### config.mk
export PLATFORM = sky130hd
export DESIGN_NAME = serv_fetch_buf_flat
export DESIGN_NICKNAME = d
export VERILOG_FILES = /design/src/rtl/serv_fetch_pkg.sv /design/src/rtl/serv_fetch_buf_if.sv /design/src/rtl/serv_fetch_fifo.sv /design/src/rtl/serv_fetch_buf.sv /design/src/flat_wrapper.sv
export SDC_FILE = /design/constraint.sdc
export NUM_CORES = 1
export LEC_CHECK = 0
export ABC_AREA = 1
export BUFFER_PORTS_ARGS = -buffer_cell sky130_fd_sc_hd__buf_2
export CORE_ASPECT_RATIO = 0.9
export CORE_MARGIN = 1.5
export CORE_UTILIZATION = 55
export CTS_BUF_LIST = sky130_fd_sc_hd__clkbuf_8
export DETAILED_ROUTE_END_ITERATION = 12
export GPL_ROUTABILITY_DRIVEN = 0
export GPL_TIMING_DRIVEN = 0
export PLACE_DENSITY = 0.87
export SYNTH_ARGS = -nofsm -noshare
export SYNTH_HDL_FRONTEND = slang
export SYNTH_SLANG_ARGS = --single-unit
### constraint.sdc
create_clock -name clk -period 3.7 [get_ports clk]
set_input_delay 0.74 -clock clk [delete_from_list [all_inputs] [get_ports clk]]
set_output_delay 0.74 -clock clk [all_outputs]
set_load 0.05 [all_outputs]
### src/rtl/serv_fetch_pkg.sv
// Shared types and widths for the sequential instruction prefetch buffer.
package serv_fetch_pkg;

    localparam int FETCH_ADR_W = 30;
    localparam int INSN_W      = 32;

    typedef enum logic [1:0] {
        IDLE  = 2'd0,
        BUS   = 2'd1,
        DRAIN = 2'd2
    } bus_state_t;

endpackage

### src/rtl/serv_fetch_buf_if.sv
// Word-addressed fetch handshake, used both for the core request and the Wishbone ibus.
interface serv_fetch_buf_if;

    logic                                  cyc;
    logic [serv_fetch_pkg::FETCH_ADR_W-1:0] adr;
    logic                                  ack;
    logic [serv_fetch_pkg::INSN_W-1:0]      rdt;

    modport master (output cyc, output adr, input ack, input rdt);
    modport slave  (input cyc, input adr, output ack, output rdt);

endinterface

### src/rtl/serv_fetch_fifo.sv
// Instruction word FIFO with push/pop/flush; only the pointers are reset.
module serv_fetch_fifo
    import serv_fetch_pkg::*;
#(
    parameter int  DEPTH = 2,
    localparam int IDX_W = $clog2(DEPTH),
    localparam int PTR_W = IDX_W + 1
) (
    input  logic              clk,
    input  logic              i_rst_n,
    input  logic              i_push,
    input  logic [INSN_W-1:0] i_data,
    input  logic              i_pop,
    input  logic              i_flush,
    output logic [INSN_W-1:0] o_data,
    output logic              o_empty,
    output logic              o_full,
    output logic [PTR_W-1:0]  o_count
);

    localparam logic [PTR_W-1:0] PTR_ONE = PTR_W'(1);

    logic [INSN_W-1:0] mem_reg [DEPTH];
    logic [PTR_W-1:0]  rd_ptr_reg;
    logic [PTR_W-1:0]  wr_ptr_reg;

    always_ff @(posedge clk) begin
        if (i_push && !i_flush) begin
            mem_reg[wr_ptr_reg[IDX_W-1:0]] <= i_data;
        end
    end

    // A flush empties the FIFO by catching the read pointer up to the write pointer.
    always_ff @(posedge clk or negedge i_rst_n) begin
        if (!i_rst_n) begin
            rd_ptr_reg <= '0;
            wr_ptr_reg <= '0;
        end else if (i_flush) begin
            rd_ptr_reg <= wr_ptr_reg;
        end else begin
            if (i_push) wr_ptr_reg <= wr_ptr_reg + PTR_ONE;
            if (i_pop)  rd_ptr_reg <= rd_ptr_reg + PTR_ONE;
        end
    end

    assign o_data  = mem_reg[rd_ptr_reg[IDX_W-1:0]];
    assign o_count = wr_ptr_reg - rd_ptr_reg;
    assign o_empty = (o_count == '0);
    assign o_full  = (o_count == PTR_W'(DEPTH));

endmodule

### src/rtl/serv_fetch_buf.sv
// Sequential instruction prefetch buffer between the core fetch request and the Wishbone ibus.
// Optional hit/miss counters are enabled by defining SERV_FETCH_BUF_PERF_EN.
module serv_fetch_buf
    import serv_fetch_pkg::*;
#(
    parameter int DEPTH = 2
) (
    input  logic             clk,
    input  logic             i_rst_n,
    serv_fetch_buf_if.slave  core,
    serv_fetch_buf_if.master wb
`ifdef SERV_FETCH_BUF_PERF_EN
    ,
    output logic [15:0]      o_hit_cnt,
    output logic [15:0]      o_miss_cnt
`endif
);

    localparam int CNT_W = $clog2(DEPTH) + 1;
    localparam logic [FETCH_ADR_W-1:0] ADR_ONE = FETCH_ADR_W'(1);

    bus_state_t             state_reg, state_next;
    logic                   wb_cyc_reg, wb_cyc_next;
    logic [FETCH_ADR_W-1:0] wb_adr_reg, wb_adr_next;
    logic [FETCH_ADR_W-1:0] head_adr_reg, head_adr_next;
    logic [FETCH_ADR_W-1:0] pf_adr_reg, pf_adr_next;
    logic                   ack_reg;
    logic [INSN_W-1:0]      rdt_reg;

    logic                   fifo_empty;
    logic                   fifo_full;
    logic [CNT_W-1:0]       fifo_count;
    logic [INSN_W-1:0]      fifo_head;

    logic eval, hit, is_wait, miss, push;

    // The request is stale while the previous ack is on the outputs.
    always_comb begin
        eval    = core.cyc && !ack_reg;
        hit     = eval && !fifo_empty && (head_adr_reg == core.adr);
        is_wait = eval && fifo_empty && (state_reg == BUS) && (wb_adr_reg == core.adr);
        miss    = eval && !hit && !is_wait;
    end

    always_comb begin
        state_next    = state_reg;
        wb_cyc_next   = wb_cyc_reg;
        wb_adr_next   = wb_adr_reg;
        head_adr_next = head_adr_reg;
        pf_adr_next   = miss ? core.adr : pf_adr_reg;
        push          = 1'b0;

        if (miss) begin
            head_adr_next = core.adr;
        end else if (hit) begin
            head_adr_next = head_adr_reg + ADR_ONE;
        end

        unique case (state_reg)
            // A miss leaves the FIFO empty, so it may issue to the new target at once.
            IDLE: begin
                if (miss || (fifo_count < CNT_W'(DEPTH))) begin
                    wb_cyc_next = 1'b1;
                    wb_adr_next = pf_adr_next;
                    pf_adr_next = pf_adr_next + ADR_ONE;
                    state_next  = BUS;
                end
            end
            BUS: begin
                if (wb.ack) begin
                    push        = !miss && (!fifo_full || hit);
                    wb_cyc_next = 1'b0;
                    state_next  = IDLE;
                end else if (miss) begin
                    state_next = DRAIN;
                end
            end
            DRAIN: begin
                if (wb.ack) begin
                    wb_cyc_next = 1'b0;
                    state_next  = IDLE;
                end
            end
            default: begin
                wb_cyc_next = 1'b0;
                state_next  = IDLE;
            end
        endcase
    end

    always_ff @(posedge clk or negedge i_rst_n) begin
        if (!i_rst_n) begin
            state_reg    <= IDLE;
            wb_cyc_reg   <= 1'b0;
            wb_adr_reg   <= '0;
            head_adr_reg <= '0;
            pf_adr_reg   <= '0;
            ack_reg      <= 1'b0;
            rdt_reg      <= '0;
        end else begin
            state_reg    <= state_next;
            wb_cyc_reg   <= wb_cyc_next;
            wb_adr_reg   <= wb_adr_next;
            head_adr_reg <= head_adr_next;
            pf_adr_reg   <= pf_adr_next;
            ack_reg      <= hit;
            if (hit) rdt_reg <= fifo_head;
        end
    end

    serv_fetch_fifo #(
        .DEPTH (DEPTH)
    ) u_fifo (
        .clk     (clk),
        .i_rst_n (i_rst_n),
        .i_push  (push),
        .i_data  (wb.rdt),
        .i_pop   (hit),
        .i_flush (miss),
        .o_data  (fifo_head),
        .o_empty (fifo_empty),
        .o_full  (fifo_full),
        .o_count (fifo_count)
    );

    assign core.ack = ack_reg;
    assign core.rdt = rdt_reg;
    assign wb.cyc   = wb_cyc_reg;
    assign wb.adr   = wb_adr_reg;

`ifdef SERV_FETCH_BUF_PERF_EN
    logic [15:0] hit_cnt_reg;
    logic [15:0] miss_cnt_reg;

    always_ff @(posedge clk or negedge i_rst_n) begin
        if (!i_rst_n) begin
            hit_cnt_reg  <= '0;
            miss_cnt_reg <= '0;
        end else begin
            if (hit && (hit_cnt_reg != 16'hFFFF))   hit_cnt_reg  <= hit_cnt_reg + 16'd1;
            if (miss && (miss_cnt_reg != 16'hFFFF)) miss_cnt_reg <= miss_cnt_reg + 16'd1;
        end
    end

    assign o_hit_cnt  = hit_cnt_reg;
    assign o_miss_cnt = miss_cnt_reg;
`endif

endmodule
### src/flat_wrapper.sv
// flat-port wrapper written by rule: the top's interface ports become plain ports
module serv_fetch_buf_flat import serv_fetch_pkg::*;
#(
    parameter int DEPTH = 2
)
  (clk, i_rst_n, core_cyc, core_adr, core_ack, core_rdt, wb_cyc, wb_adr, wb_ack, wb_rdt);
  serv_fetch_buf_if core_i ();
  serv_fetch_buf_if wb_i ();
  input  logic clk;
  input  logic i_rst_n;
  input wire logic [$bits(core_i.cyc)-1:0] core_cyc;
  input wire logic [$bits(core_i.adr)-1:0] core_adr;
  output wire logic [$bits(core_i.ack)-1:0] core_ack;
  output wire logic [$bits(core_i.rdt)-1:0] core_rdt;
  output wire logic [$bits(wb_i.cyc)-1:0] wb_cyc;
  output wire logic [$bits(wb_i.adr)-1:0] wb_adr;
  input wire logic [$bits(wb_i.ack)-1:0] wb_ack;
  input wire logic [$bits(wb_i.rdt)-1:0] wb_rdt;
  assign core_i.cyc = core_cyc;
  assign core_i.adr = core_adr;
  assign core_ack = core_i.ack;
  assign core_rdt = core_i.rdt;
  assign wb_cyc = wb_i.cyc;
  assign wb_adr = wb_i.adr;
  assign wb_i.ack = wb_ack;
  assign wb_i.rdt = wb_rdt;
  serv_fetch_buf #(.DEPTH(DEPTH)) u_core (.clk(clk), .i_rst_n(i_rst_n), .core(core_i), .wb(wb_i));
endmodule
==> flow_metrics.tcl <==
set metrics [dict create \
    clk-insertion-delay-late_ns 0.49 \
    p_leak_uw 0.00540 \
    via_per_inst 5.74 \
    avgRoutedWirePerCell_um 17.9 \
    post-synth-top-count-cell "nand2_1" \
    crit_path_max_incr_delay_ns 0.50 \
    routed_wl_mm 28.6 \
    crit_type "flip-flop to flip-flop" \
    seqCellArea_um2 5170 \
    drtIter0Drc 1307 \
    p_total_uw 6770 \
    grt_pass1_vias 8512 \
    met1_usage_pct 40.4 \
    synth_top_cell_by_area "dfrtp_1" \
    largest_reg_flops 64 \
    layout-drive-gt1-share_pct 18.5 \
    cts_sinks 194 \
    postSynth.asyncResetShare_pct 67.0 \
    regToRegSetupSlack_ns 0.31 \
    tns_ns 0 \
    overflow 0 \
    grt_use_total_pct 30.1 \
    ioPinCount 130 \
    skew_ns 0.0142 \
    synth_cell_type_count 45 \
    clock.fmax_mhz 295 \
    die_w_um 147 \
    worst-path-max-fanout 10 \
    synth_top_area_share_pct 31.8 \
    cts-root-buf "clkbuf_8" \
    coreArea_um2 18300 \
    vdd_drop_max_mv 0.560 \
    setup_viol_count_final 0 \
    slew_violations 0 \
    power_density_nw_per_um2 580 \
    fin_nets 1406 \
    critPathMostFrequentCell "nand2_1" \
    rsz0062_at_grt "false" \
    grt_max_degree 84 \
    area_growth_pct 14.0 \
    multi_input_area_um2 4410 \
    swShare_pct 44.0 \
    synth_seq_area_share_pct 50.6 \
    synth_area_per_cell_um2 8.64 \
    buffer_ports.inserted 129 \
    initial_core_util_pct 55.9 \
    postLayoutCellArea_um2 11700 \
    cap_violations 0 \
    use_met3_pct 6.51 \
    cts_resized 0 \
    crit_path_cell_trace "inv_1 -> ha_1 -> inv_1 -> nand2_1 -> nand3b_1 -> nand2_1 -> nand2_1 -> nand2_1 -> inv_1 -> nand3_4 -> nand3_4 -> a21oi_2 -> clkbuf_1 -> buf_1 -> nand2_1 -> o21ai_0" \
    pwr-share-clk_pct 19.9 \
    antenna_left 0 \
    antenna_found_initial 3 \
    final_core_util_pct 63.8 \
    syn_area_um2 10200 \
    power.internal_uw 3790 \
    die_y_um 132 \
    h-tree-depth 4 \
    r2r-start "u_core.u_fifo.wr_ptr_reg[0]" \
    postCtsHoldBufs 0 \
    hold_path.class "primary input to asynchronous set/reset pin" \
    placed_area_um2 11300 \
    synthTopCellsByCount "330 x nand2_1, 130 x dfrtp_1, 106 x inv_1" \
    path_clk_slew_ns 0.10 \
    cts_buffers 17 \
    vias 9158 \
    reg2reg_to "u_core.wb.adr[15]" \
    status "finished clean" \
    dieArea_um2 19400 \
    tightestPinTransition_ns 0.797 \
    period_share_pct 91.7 \
    arrival_ns 3.80 \
    p_switching_uw 2980 \
    maxSlewHeadroom_pct 46.9 \
    grt_most_used_layer "met2" \
    drc 0 \
    endpoint_kind "flip-flop" \
    grt_pass1_wl_mm 44.9 \
    fill_cells 1457 \
    power_frac_seq_pct 42.5 \
    reg2regPathDepth 16 \
    worstSetupStartpointType "flip-flop" \
    num_rows 47 \
    met2_usage_pct 45.6 \
    layout_min_cycle_time_ns 3.39 \
    hpwl_mm 21.3 \
    crit_slowest_cell "buf_1" \
    postCtsSetupBuffers 0 \
    synth_nets 1255 \
    ys_warn_count 0 \
    synth-seq-cells 194 \
    synth_flop_cell "dfrtp_1" \
    power_frac_comb_pct 37.5 \
    dr.pass1.iters 6 \
    finalHoldViolCount 0 \
    clk_path_buf_depth 2 \
    synth_area_leaders "dfrtp_1 32%, edfxtp_1 19%, nand2_1 12%" \
    syn_inst 1183 \
    worstPathRequired_ns 4.11 \
    synth_edf_count 64 \
    cts_tree "built" \
]
logic make-up after synthesis:
family / after synthesis / synth area share, %
xor+xnor: 67 / 5.74
fa+ha+maj: 6 / 0.734
simple gates: 588 / 25.9
mux: 32 / 3.13
flops: 194 / 50.6
compound gates: 135 / 7.47
buf+inv: 161 / 6.36
layout make-up:
class,instances,share of cell area [%]
Clock inverter,14,1.20
Buffer,42,1.75
Timing Repair Buffer,132,6.17
Multi-Input combinational cell,828,37.8
Sequential cell,194,44.4
Antenna cell,3,0.0644
Clock buffer,18,2.12
Tap cell,245,2.63
Inverter,119,3.83
per-stage QoR:
| step | worst slack [ns] | std cells | hold slack (ns) |
|---|---|---|---|
| after CTS | 0.362 | 1592 | 0.175 |
| after detailed placement | 0.277 | 1560 | 0.468 |
| after global routing | 0.0178 | 1595 | 0.190 |
| after floorplan | 0.405 | 1183 | 0.444 |
| after global placement | -0.613 | 1557 | 0.462 |
| final | 0.306 | 1595 | 0.165 |
worst max path at each step:
stage | slack (ns) | cells past startpoint | endpoint | start
after floorplan | 0.40 | 15 | u_core.u_fifo.mem_reg[1][0] | core_adr[14]
after global placement | -0.61 | 14 | u_core.u_fifo.mem_reg[1][10] | core_adr[22]
after detailed placement | 0.28 | 15 | u_core.u_fifo.mem_reg[1][10] | core_adr[22]
after CTS | 0.36 | 16 | u_core.wb.adr[15] | u_core.u_fifo.wr_ptr_reg[0]
after global routing | 0.02 | 16 | u_core.wb.adr[15] | u_core.u_fifo.wr_ptr_reg[0]
final | 0.31 | 16 | u_core.wb.adr[15] | u_core.u_fifo.wr_ptr_reg[0]
critical path: cells and delay by family (launching register included):
kind / cells / cell delay [ns]
AOI/OAI and AO/OA: 2 / 0.55
adders and majority gates: 1 / 0.20
and+or+nand+nor: 8 / 0.92
DFF: 1 / 0.43
buffers and inverters: 5 / 1.20
layer usage:
| metal | vias up | share of wire, % |
|---|---|---|
| li1 | 4207 | - |
| met1 | 4244 | 39 |
| met2 | 575 | 45 |
| met3 | 132 | 11 |
| met4 | 0 | 5.3 |
| met5 | - | 0 |
power groups by stage:
| stage | clock, µW | sequential [µW] | combinational (µW) |
|---|---|---|---|
| 3_3_place_gp | 0 | 2890 | 2390 |
| 6_report | 1350 | 2880 | 2540 |
| 2_1_floorplan | 0 | 3350 | 1260 |
| 4_1_cts | 1360 | 2860 | 2500 |
| 3_5_place_dp | 0 | 2900 | 2490 |
| 5_1_grt | 1450 | 2910 | 2750 |
layout by cell type (no fill, tap or decap), types with 5 or more instances in the layout:
master,count
nand2_1,330
buf_2,140
dfrtp_1,130
inv_1,106
nor2_1,94
o21ai_0,79
edfxtp_1,64
nand4_1,51
nand3_1,41
xor2_1,37
mux2i_1,32
xnor2_1,30
clkbuf_1,23
a31oi_1,20
nand2_2,19
clkbuf_8,18
inv_2,13
nor2_4,11
nor3_1,10
nor2_2,10
a21oi_1,10
ha_1,6
nor4_1,5
Power figures use the tool's default switching activity.
